<file path="src/rtl/imem_loader.sv">
// Serialises 32-bit instruction words into big-endian byte writes for the instruction memory.
// Optional IMEM_LOADER_CHECKSUM_EN adds a running mod-2^32 sum of accepted words.
module imem_loader #(
    parameter int ADDR_WIDTH = 7,
    parameter int DATA_WIDTH = 8,
    parameter int DEPTH      = 128
) (
    input  logic                  clk,
    input  logic                  rst_n,
    input  logic                  start,
    input  logic [31:0]           base_addr,
    input  logic [15:0]           load_words,
    input  logic                  word_valid,
    input  logic [31:0]           word_data,
    output logic                  word_ready,
    output logic                  wr_en,
    output logic [31:0]           wr_addr,
    output logic [DATA_WIDTH-1:0] wr_data,
    output logic                  imem_reg,
    output logic                  busy,
    output logic                  done,
`ifdef IMEM_LOADER_CHECKSUM_EN
    output logic [31:0]           checksum,
`endif
    output logic                  err
);

    typedef enum logic [1:0] {S_IDLE, S_LOAD, S_WRITE, S_DONE} state_t;

    // A load may not run past the smaller of the declared depth and the addressable range.
    localparam logic [32:0] LP_LIMIT = (DEPTH < (1 << ADDR_WIDTH)) ? 33'(DEPTH) : 33'(1 << ADDR_WIDTH);

    state_t                r_state;
    logic                  r_ready;
    logic                  r_wr_en;
    logic [31:0]           r_wr_addr;
    logic [DATA_WIDTH-1:0] r_wr_data;
    logic                  r_busy;
    logic                  r_done;
    logic                  r_err;
    logic                  r_imem;
    logic [15:0]           r_words;
    logic [15:0]           r_cnt;
    logic [1:0]            r_idx;
    logic [31:0]           r_waddr;
    logic [31:0]           r_word;
`ifdef IMEM_LOADER_CHECKSUM_EN
    logic [31:0]           r_checksum;
`endif

    logic [32:0] w_end;
    logic        w_reject;
    logic        w_accept;
    logic [7:0]  w_byte;

    // End address computed in 33 bits so a base near 2^32 cannot wrap past the check.
    assign w_end    = {1'b0, base_addr} + {15'b0, load_words, 2'b00};
    assign w_reject = (base_addr[1:0] != 2'b00) || (w_end > LP_LIMIT);
    assign w_accept = (r_state == S_LOAD) && word_valid;

    always_comb begin
        w_byte = r_word[31:24];
        case (r_idx)
            2'd1:    w_byte = r_word[23:16];
            2'd2:    w_byte = r_word[15:8];
            2'd3:    w_byte = r_word[7:0];
            default: w_byte = r_word[31:24];
        endcase
    end

    always_ff @(posedge clk) begin
        if (w_accept) begin
            r_word <= word_data;
        end
    end

    always_ff @(posedge clk or negedge rst_n) begin
        if (!rst_n) begin
            r_state   <= S_IDLE;
            r_ready   <= 1'b0;
            r_wr_en   <= 1'b0;
            r_wr_addr <= 32'd0;
            r_wr_data <= '0;
            r_busy    <= 1'b0;
            r_done    <= 1'b0;
            r_err     <= 1'b0;
            r_imem    <= 1'b1;
            r_words   <= 16'd0;
            r_cnt     <= 16'd0;
            r_idx     <= 2'd0;
            r_waddr   <= 32'd0;
`ifdef IMEM_LOADER_CHECKSUM_EN
            r_checksum <= 32'd0;
`endif
        end else begin
            case (r_state)
                S_IDLE: begin
                    if (start) begin
                        r_cnt   <= 16'd0;
                        r_idx   <= 2'd0;
                        r_waddr <= base_addr;
                        r_words <= load_words;
                        r_busy  <= 1'b1;
                        r_imem  <= 1'b0;
                        if (w_reject) begin
                            r_err   <= 1'b1;
                            r_done  <= 1'b1;
                            r_state <= S_DONE;
                        end else begin
                            r_err <= 1'b0;
`ifdef IMEM_LOADER_CHECKSUM_EN
                            r_checksum <= 32'd0;
`endif
                            if (load_words == 16'd0) begin
                                r_done  <= 1'b1;
                                r_state <= S_DONE;
                            end else begin
                                r_ready <= 1'b1;
                                r_state <= S_LOAD;
                            end
                        end
                    end
                end
                S_LOAD: begin
                    // Byte 0 goes out on the same edge the word is taken.
                    if (word_valid) begin
                        r_ready   <= 1'b0;
                        r_wr_en   <= 1'b1;
                        r_wr_addr <= r_waddr;
                        r_wr_data <= word_data[31:24];
                        r_idx     <= 2'd1;
                        r_state   <= S_WRITE;
`ifdef IMEM_LOADER_CHECKSUM_EN
                        r_checksum <= r_checksum + word_data;
`endif
                    end
                end
                S_WRITE: begin
                    if (r_idx != 2'd0) begin
                        r_wr_addr <= r_waddr + 32'(r_idx);
                        r_wr_data <= w_byte;
                        r_idx     <= r_idx + 2'd1;
                    end else begin
                        r_wr_en <= 1'b0;
                        r_waddr <= r_waddr + 32'd4;
                        r_cnt   <= r_cnt + 16'd1;
                        if ((r_cnt + 16'd1) == r_words) begin
                            r_done  <= 1'b1;
                            r_state <= S_DONE;
                        end else begin
                            r_ready <= 1'b1;
                            r_state <= S_LOAD;
                        end
                    end
                end
                S_DONE: begin
                    r_done  <= 1'b0;
                    r_busy  <= 1'b0;
                    r_imem  <= 1'b1;
                    r_state <= S_IDLE;
                end
                default: r_state <= S_IDLE;
            endcase
        end
    end

    assign word_ready = r_ready;
    assign wr_en      = r_wr_en;
    assign wr_addr    = r_wr_addr;
    assign wr_data    = r_wr_data;
    assign imem_reg   = r_imem;
    assign busy       = r_busy;
    assign done       = r_done;
    assign err        = r_err;
`ifdef IMEM_LOADER_CHECKSUM_EN
    assign checksum   = r_checksum;
`endif

endmodule

</file>
<file path="config.mk">
export PLATFORM = sky130hd
export DESIGN_NAME = imem_loader
export DESIGN_NICKNAME = d
export VERILOG_FILES = /design/src/rtl/imem_loader.sv
export SDC_FILE = /design/constraint.sdc
export NUM_CORES = 1
export LEC_CHECK = 0
export CAP_MARGIN = 30
export CORE_ASPECT_RATIO = 1.2
export CORE_UTILIZATION = 50
export CTS_CLUSTER_DIAMETER = 200
export CTS_CLUSTER_SIZE = 40
export DETAILED_ROUTE_END_ITERATION = 8
export DONT_BUFFER_PORTS = 1
export SLEW_MARGIN = 20
export SYNTH_ARGS = -nofsm -noshare
export SYNTH_HDL_FRONTEND = slang
export SYNTH_SLANG_ARGS = --single-unit
</file>
<file path="constraint.sdc">
create_clock -name clk -period 3.61 [get_ports clk]
set_input_delay 0.9025 -clock clk [delete_from_list [all_inputs] [get_ports clk]]
set_output_delay 0.9025 -clock clk [all_outputs]
set_load 0.02 [all_outputs]
</file>
==> results.toml <==
[pwr]
vdd_ir_drop_max_v = 0.000451
seqPwrFrac = 0.389
p_per_area_nw_per_um2 = 836
power.static_leakage_uw = 0.00378
power.clock.fraction = 0.210
power.switching_uw = 3600
swShare = 0.444
internal_power_uw = 4500
combPwrFrac = 0.401
p_total_uw = 8100

[die]
ioPinCount = 130
total_die_area_sq_um = 18100
std_cell_rows = 52
coreArea_sq_um = 17000
initial_core_util = 0.515
chipHeight_um = 147
fp.dieW_um = 123

[setup_path]
arrival_time_worst_endpoint_ns = 3.61
reg2reg_slack_ns = 0.54
worstReg2RegStart = "r_cnt[0]"
crit_path_cell_trace = "ha_1 -> fa_1 -> a211oi_1 -> o21ai_1 -> a2111oi_0 -> nor3_1 -> xor2_1 -> nor4_1 -> and4_1 -> o211ai_1 -> mux2i_1"
crit_path_max_fanout = 5
critical_path.top_delay_family = "compound AO/OA/AOI/OAI gates"
worst_path_largest_cell_delay_ns = 0.44
cp_slowest_cell = "a2111oi_0"
reg2regPathDepth = 10
worst-path-buf-inv = 0
crit_path_end_kind = "flip-flop"
rr_endpoint = "done"
cp_num_cells = 11
critical_path_class = "in2reg"
start_kind = "primary input"
cp.required_ns = 3.90

[place]
portBuffers = 0
placement.cell_area_sq_um = 9090
routabilityCongestion = 0.911
dpl.hpwl_um = 19100

[routing]
drtAntennaViolNets = 0
routed_wirelength_um = 25000
drt_pass1_iterations = 5
avg_wl_per_cell_um = 20.4
met3RoutedLength_um = 1740
drt_drc_violations_left = 0
drt-vias-per-instance = 6.24
detailedRoute.firstIterationViolations = 482
detail_route_met2_wl_um = 11700
dr.max_layer_used = "met5"
wirelength_met1_um = 10900
num_vias = 7651

[sta]
unrepaired_setup_endpoints_after_global_routing = "false"
fin_worst_skew_ns = 0.00990
timing.max_slew.rel_slack = 0.479
holdWs_ns = 0.175
finalSetupViolations = 0
shortest_clock_period_the_worst_path_allows_after_layout_ns = 3.32
fmax_mhz = 301
maxSlewViolCount = 0
timing_worst_slew_pin_value_ns = 0.778
final_hold_viol_count = 0
period_share = 0.920

[synth]
post_synth_edffs = 24
synth-warning-count = 0
synth_seq_area_share = 0.407
synth_area_per_cell_sq_um = 8.79
synth_top_cells_by_count = "128 x nand2_1, 113 x dfrtp_1, 95 x o21ai_0"
netlist.area_leader.share = 0.322
flip_flop_and_latch_count_after_synthesis = 138
synth_top_family_by_area = "compound AO/OA/AOI/OAI gates"
synthTopCellsByArea = "dfrtp_1 32%, edfxtp_1 8.2%, nand2_1 5.5%"
synth-compound-area-share = 0.218
synth.net_count = 1114
synthMuxAreaShare = 0.0340
syn-instance-count = 999
yosys.cell_types.count = 80
synth-xor-area-share = 0.0608
synth_top_area_cell = "dfrtp_1"
synth_simple_gate_area_frac = 0.198
synth-main-ff-cell = "dfrtp_1"
synthAdderAreaFrac = 0.0459
synth.most_common_cell = "nand2_1"
mappedNetlistArea_sq_um = 8780
synth-async-reset-ratio = 0.826

[grt]
grt_use_total = 0.284
maximum_number_of_pins_on_one_net_before_global_route_repair = 115
grt_remaining_overflow = 0
grt_pass1_vias = 7297
grt_antenna_before_repair = 1
grt_pass1_wl_um = 39000

[final_layout]
area.sequential_sq_um = 3570
fin_util = 0.568
layout-drive-gt1-share = 0.105
layout.nets = 1111
post-route-cell-area_sq_um = 9690
area_delta_synth_final_pct = 10.3
multiInputGateArea_sq_um = 4900
fill_cell_total_of_the_finished_layout = 1549

[clock_network]
tritoncts = "done"
numClockSinks = 138
cts_max_level = 4
cts_repair_resizes = 0
cts-buffers-inserted = 17
clkTransAtPathRegs_ns = 0.06
postCtsSetupRepairBufs = 0
clock_insertion_delay_worst_skew_ns = 0.42
clock-root-buffer = "clkbuf_16"
max-clock-path-buffers = 2
ctsHoldBuffers = 0

[worst_hold_path]
hold_path.class = "in2async"

[run]
maxCapViolations = 0

[run_status]
outcome = "finished clean"
## layout make-up
| cell class | instances | share of cell area |
|---|---|---|
| multi-input combinational | 782 | 0.505 |
| sequential | 138 | 0.369 |
| clock buffer | 17 | 0.0439 |
| timing repair buffer | 34 | 0.0287 |
| tap | 216 | 0.0279 |
| clock inverter | 15 | 0.0160 |
| inverter | 23 | 0.00891 |
| antenna | 1 | 0.000258 |
## how the worst max path moves through the flow
stage               slack (ns)         start    endpoint
finish                    0.29  base_addr[2]  word_ready
detailed placement       -0.17  base_addr[2]  word_ready
floorplan                 0.15  base_addr[2]        done
CTS                       0.29  base_addr[2]  word_ready
global route              0.07  base_addr[2]  word_ready
global placement         -0.17  base_addr[2]  word_ready
## metrics by stage
stage | TNS [ns] | instances | setup slack, ns
after floorplan | 0 | 999 | 0.152
after global placement | -0.404 | 1190 | -0.173
after detailed placement | -0.399 | 1192 | -0.168
after CTS | 0 | 1224 | 0.291
after global routing | 0 | 1225 | 0.0718
final | 0 | 1226 | 0.289
## power groups by stage
| stage | Clock [uW] | Sequential [uW] | Combinational (uW) |
|---|---|---|---|
| 2_1_floorplan | 0 | 2970 | 2540 |
| 3_3_place_gp | 0 | 3150 | 3090 |
| 3_5_place_dp | 0 | 3180 | 3230 |
| 4_1_cts | 1740 | 3150 | 3240 |
| 5_1_grt | 1800 | 3240 | 3670 |
| 6_report | 1700 | 3150 | 3250 |
## kinds of logic after synthesis
family | Yosys count
compound gates | 298
xor+xnor | 61
fa+ha+maj | 31
buf+inv | 79
flops | 138
mux | 27
simple gates | 365
## layer usage
| layer | up-vias | track usage |
|---|---|---|
| met5 | - | 0 |
| met4 | 2 | 0.107 |
| met3 | 36 | 0.0741 |
| met2 | 288 | 0.446 |
| met1 | 3656 | 0.373 |
| li1 | 3669 | - |
## placed cells by master (no fill, tap or decap), drive strengths merged, types with 5 or more instances in the layout
master     n
o21a       7
inv       32
a22oi     10
a22o       9
buf       34
a21oi     72
o211ai    10
a21o       7
a31oi      7
and3      14
dfrtp    113
or2        6
nand2    128
clkbuf    17
o2111ai    5
nor4      13
nor3      35
o31ai      5
edfxtp    24
mux2      20
nor2      79
and4       6
o22ai     10
mux2i      7
nand2b     7
xor2      29
ha        29
nand3     39
a222oi     8
nand4     15
o21ai     98
and2       7
xnor2     32
a211oi     8
Power figures use the tool's default switching activity.
